## config.mk

```make
export PLATFORM = sky130hd
export DESIGN_NAME = nest_kind_stack
export DESIGN_NICKNAME = d
export VERILOG_FILES = /design/src/rtl/nest_kind_stack.sv
export SDC_FILE = /design/constraint.sdc
export NUM_CORES = 1
export LEC_CHECK = 0
export ABC_AREA = 1
export CORE_ASPECT_RATIO = 1.75
export CORE_MARGIN = 2
export CORE_UTILIZATION = 57
export CTS_BUF_LIST = sky130_fd_sc_hd__clkbuf_16
export DETAILED_ROUTE_END_ITERATION = 12
export GPL_TIMING_DRIVEN = 1
export PLACE_DENSITY = 0.87
export SYNTH_ARGS = -nofsm -noshare
export SYNTH_HDL_FRONTEND = slang
export SYNTH_SLANG_ARGS = --single-unit
```

## constraint.sdc

```tcl
create_clock -name clk -period 2.2 [get_ports clk]
set_clock_uncertainty 0.05 [all_clocks]
set_input_delay 0.22 -clock clk [delete_from_list [all_inputs] [get_ports clk]]
set_output_delay 0.22 -clock clk [all_outputs]
set_load 0.02 [all_outputs]
```

## src/rtl/nest_kind_stack.sv

```systemverilog
// MAX_DEPTH x 1-bit LIFO of keyword kinds; bit n holds the kind pushed at depth n.
module nest_kind_stack #(
  parameter  int MAX_DEPTH = 16,
  localparam int DEPTH_W   = $clog2(MAX_DEPTH + 1)
) (
  input  logic               clk,
  input  logic               reset,
  input  logic               clear,
  input  logic               push,
  input  logic               pop,
  input  logic               push_kind,
  output logic               top,
  output logic [DEPTH_W-1:0] depth,
  output logic               full,
  output logic               empty
);

  localparam logic [DEPTH_W-1:0]   FULL_LVL = DEPTH_W'(MAX_DEPTH);
  localparam logic [DEPTH_W-1:0]   ONE      = DEPTH_W'(1);
  localparam logic [MAX_DEPTH-1:0] BIT0     = MAX_DEPTH'(1);

  logic [MAX_DEPTH-1:0] mem_q, mem_d, slot_s, top_vec_s;
  logic [DEPTH_W-1:0]   depth_q, depth_d;

  // Next stack contents and occupancy.
  always_comb begin
    mem_d   = mem_q;
    depth_d = depth_q;
    slot_s  = BIT0 << depth_q;
    if (clear) begin
      mem_d   = '0;
      depth_d = '0;
    end else if (push && !full) begin
      mem_d   = push_kind ? (mem_q | slot_s) : (mem_q & ~slot_s);
      depth_d = depth_q + ONE;
    end else if (pop && !empty) begin
      depth_d = depth_q - ONE;
    end else begin
      depth_d = depth_q;
    end
  end

  // Stack state registers.
  always_ff @(posedge clk or posedge reset) begin
    if (reset) begin
      mem_q   <= '0;
      depth_q <= '0;
    end else begin
      mem_q   <= mem_d;
      depth_q <= depth_d;
    end
  end

  assign top_vec_s = mem_q >> (depth_q - ONE);
  assign top       = top_vec_s[0];
  assign depth     = depth_q;
  assign full      = (depth_q == FULL_LVL);
  assign empty     = (depth_q == '0);

endmodule

```

# Yosys cells after proc, flatten, opt, wreduce, memory -nomap -nowiden
# Cells that the tools add are included.
[word_totals]
reg_bits = 21
wordCells = 23
[op_classes]
add_sub_neg = 2
eq_ne = 1
n_shift = 2
n_mux = 6
n_bitwise = 3
n_reduce_logical = 7
[ops]
columns = ["op", "count"]
rows = [
  ["2-to-1 mux 16 bit", 3],
  ["bitwise AND 16 bit", 1],
  ["inverter 16 bit", 1],
  ["bitwise OR 16 bit", 1],
  ["left shift 1 x 5 -> 16 bit (first input constant)", 1],
  [">> shifter 16 x 5 -> 1 bit", 1],
  ["2-to-1 mux 5 bit", 3],
  ["adder 5 x 1 -> 5 bit (second input constant)", 1],
  ["equality test 5 bit (second input constant)", 1],
  ["zero test 5 bit", 1],
  ["subtractor 5 x 1 -> 5 bit (second input constant)", 1],
  ["nonzero test 3 bit", 1],
  ["logical AND 1 bit", 2],
  ["zero test 1 bit", 2],
  ["nonzero test 2 bit", 1],
]

# Depth between registers and ports, before layout
[depth]
depth_word = 6
depth_mapped = 10

# Worst setup path after synthesis
# No wires, ideal clock.
[synth_path]
path_type = "reg2out"
startpoint = "register depth_q[0], in the netlist depth[0]"
endpoint = "output top"
arrival_time_ps = 1836
setup_slack_ps = 94
stages_incl_launch_ff = 9
n_path_buf = 1
path_cell_list = "dfrtp_1 -> inv_1 -> buf_2 -> ha_1 -> inv_1 -> nand3_1 -> nand3_1 -> nand3_1 -> a21oi_1"
[synth_via]
elab_chain_len = 2
[synth_rtl]
columns = ["element", "line_no", "rtl"]
rows = [
  ["start: declaration", "23", "logic [DEPTH_W-1:0] depth_q, depth_d;"],
  ["start signal: assignment", "50", "depth_q <= depth_d;"],
  ["subtractor 5 x 1 -> 5 bit", "54", "assign top_vec_s = mem_q >> (depth_q - ONE);"],
  [">> shifter 16 x 5 -> 1 bit", "54", ""],
  ["end: declaration", "12", "output logic top,"],
]
# Every way passes these cells.

# Worst setup path after layout
# Ends and elaborated chain as after synthesis.

==> flow_metrics.py <==
metrics = {
    "status": {
        "status": "complete, no violations",
    },
    "floorplanning": {
        "core_area_um2": 2630,
        "initial_core_util": 0.586,
        "num_rows": 25,
        "die_ar_um2": 3150,
        "chipWidth_um": 43.3,
        "ioPinCount": 14,
        "die_y_um": 72.7,
    },
    "logic_synthesis": {
        "synth_compound_gate_area_share": 0.119,
        "syn_area_per_cell_um2": 7.12,
        "synth_top_family_by_area": "simple AND/OR/NAND/NOR gates",
        "yosys-mux-area-fraction": 0,
        "yosysWarningCount": 0,
        "yosysMostFrequentCell": "nand2_1",
        "xor_xnor_portion_of_the_synthesized_cell_area": 0.0341,
        "post_synth_num_cell_types": 30,
        "synth_enable_flop_cells": 0,
        "synth-seq-cells": 21,
        "synth_seq_area_share": 0.341,
        "post-synth-top-area-cell": "dfrtp_1",
        "mappedNetlistArea_um2": 1540,
        "top_cell_types_by_occurrence_after_synthesis": "nand2_1, inv_1, nand3_1",
        "ranking_of_synthesized_cells_by_area": "dfrtp_1, nand2_1, inv_1",
        "postSynthNetCount": 228,
        "postSynth.asyncResetShare": 1.00,
        "simple_gate_share_of_the_synthesized_area": 0.344,
        "synth-adder-area-share": 0.0488,
        "syn-instance-count": 216,
        "dominantRegCellSynth": "dfrtp_1",
        "synth_top_area_share": 0.341,
    },
    "finish": {
        "drive_gt1_frac": 0.130,
        "finish.utilization": 0.693,
        "finalNetCount": 252,
        "antenna_cells": 0,
        "syn_to_final_growth_pct": 18.4,
    },
    "clocking": {
        "worst_setup_hold_path_clk_slew_ns": 0.06,
        "cts_root_buf": "clkbuf_16",
        "cts_sinks": 21,
        "number_of_buffers_inserted_during_clock_tree_synthesis": 3,
        "cts.path.max_buffers": 2,
        "cts_setup_buffers": 0,
        "clkLatencyLatePin_ns": 0.25,
        "cts_tree": "yes",
        "htreeDepth": 1,
    },
    "setup_path": {
        "arrival_time_of_data_at_the_critical_path_endpoint_ns": 1.79,
        "worst_ep_required_time_ns": 1.93,
        "path_cells": "inv_1 > ha_1 > inv_1 > nand3_1 > nand3_1 > nand3_1 > a21oi_1 > clkbuf_2",
        "regToRegStartpoint": "depth[2]$_DFFE_PP0P_",
        "cell_class_contributing_the_biggest_share_of_worst_path_delay": "buffers and inverters",
        "cp_max_stage_delay_ns": 0.39,
        "timing.critical_path.fanout_max": 7,
        "path_common_cell": "nand3_1",
        "setup.worst_path.class": "register to primary output",
        "slowest_stage": "ha_1",
        "critPathLaunchType": "register",
        "cp_num_buf_inv": 3,
        "type_of_destination_of_the_critical_path": "primary output",
        "worst_setup_path_startpoint": "depth[0]$_DFFE_PP0P_",
    },
    "hold_path": {
        "worstHoldPathType": "input port to asynchronous set/reset pin",
    },
    "timing": {
        "layout_min_cycle_time_ns": 2.06,
        "finalHoldViolCount": 0,
        "finalHoldWorstSlack_ns": 0.246,
        "timing.final.ws_setup_ns": 0.139,
        "slew_viol_final": 0,
        "worstMarginPinSlew_ns": 0.337,
        "final-setup-viol-count": 0,
        "totalNegativeSetupSlack_ns": 0,
        "min_period_over_period": 0.937,
        "rsz0062_at_grt": "false",
        "fmax_mhz": 485,
        "max-slew-margin-rel": 0.775,
    },
    "power": {
        "leakage_uw": 0.000906,
        "combPwrFrac": 0.610,
        "vdd_drop_max_v": 0.000854,
        "netSwitchingPower_uw": 1070,
        "switching_share": 0.468,
        "power.sequential.fraction": 0.225,
        "power_density_nw_per_um2": 1260,
        "clock_power_share": 0.165,
        "p_total_uw": 2290,
        "cellInternalPower_uw": 1220,
    },
    "global_route": {
        "grt_start_max_net_pins": 22,
        "antenna_found_initial": 0,
        "vias_in_the_first_global_route": 1557,
        "grt.total_usage": 0.302,
        "global_route.overflow_total": 0,
        "grt_pass1_wl_um": 7130,
    },
    "routing": {
        "drt_iter0_markers": 80,
        "totalWireLength_um": 4140,
        "final_antenna_net_count": 0,
        "vias_per_cell": 5.83,
        "drt_first_pass_iters": 4,
        "drc_viols": 0,
        "post_drt_wl_per_cell_um": 15.6,
        "num_vias": 1551,
    },
    "placement": {
        "place.gp.congestion": 0.973,
        "port_buffers": 13,
        "dp_hpwl_um": 3070,
        "dpl_worst_slack_ns": 0.00198,
    },
    "run": {
        "maxCapViolations": 0,
    },
}
[final timing paths]
path / slack [ns] / to / cells after the start
setup / recovery: 0.14 / top / 8
hold / removal: 0.25 / mem_q[3]$_DFFE_PP0P_ / 3
setup reg to reg: 0.44 / mem_q[5]$_DFFE_PP0P_ / 7
hold reg to reg: 0.46 / mem_q[5]$_DFFE_PP0P_ / 2
max in group asynchronous: 1.63 / mem_q[8]$_DFFE_PP0P_ / 3
min in group clk: 0.46 / mem_q[5]$_DFFE_PP0P_ / 2
[layer usage]
layer | wire [um] | part of all wire | track usage
met3 | 252 | 0.061 | 0.0371
met2 | 2110 | 0.51 | 0.493
met4 | 244 | 0.059 | 0.195
met1 | 1530 | 0.37 | 0.368
met5 | 0 | 0 | 0
[placed cells by master (no fill, tap or decap), types with 4 or more instances in the layout]
cell | netlist | routed
a21oi_1 | 8 | 8
nand3_1 | 23 | 23
o21ai_1 | 5 | 5
ha_1 | 6 | 6
dfrtp_1 | 21 | 21
inv_1 | 31 | 32
o21ai_0 | 12 | 12
xor2_1 | 4 | 4
buf_4 | 0 | 13
nor2_1 | 12 | 12
nand2_1 | 56 | 56
clkdlybuf4s50_1 | 0 | 10
[power by group through the flow]
stage | clock network (uW) | logic [uW] | registers [uW]
finish | 378 | 1400 | 516
global route | 399 | 1540 | 525
CTS | 383 | 1390 | 516
global placement | 0 | 1400 | 521
floorplan | 0 | 875 | 564
detailed placement | 0 | 1390 | 524
[state kept, by name, indices dropped and copies added (netlist names)]
register	count
depth	5
mem_q	16
[worst reg2reg max path, delay by kind of cell, from the launching register on]
kind                   cells  cell delay (ns)
buffers and inverters      2             0.34
and+or+nand+nor            4             0.66
DFF                        1             0.46
AOI/OAI and AO/OA          1             0.12
[cell families after synthesis]
logic type	after synthesis
compound gates	33
xor+xnor	6
fa+ha+maj	6
buf+inv	39
flops	21
simple gates	111
[cell type report]
cell class | instances | area (um2)
fill | 221 | 806
clock buffer | 3 | 75.1
clock inverter | 1 | 3.75
tap | 27 | 33.8
inverter | 32 | 120
timing repair buffer | 26 | 224
multi-input combinational | 156 | 840
sequential | 21 | 526
[stage by stage]
step	instance area (um2)	instances
floorplan	1540	216
global placement	1750	262
detailed placement	1750	262
CTS	1820	266
global route	1820	266
finish	1820	266
[what timing repair did]
item	in CTS	in global routing
gates resized for setup	2	3
gates cloned	0	0
endpoints found under the setup margin	2	2
hold buffers	0	0
(Power assumes the default switching activity.)
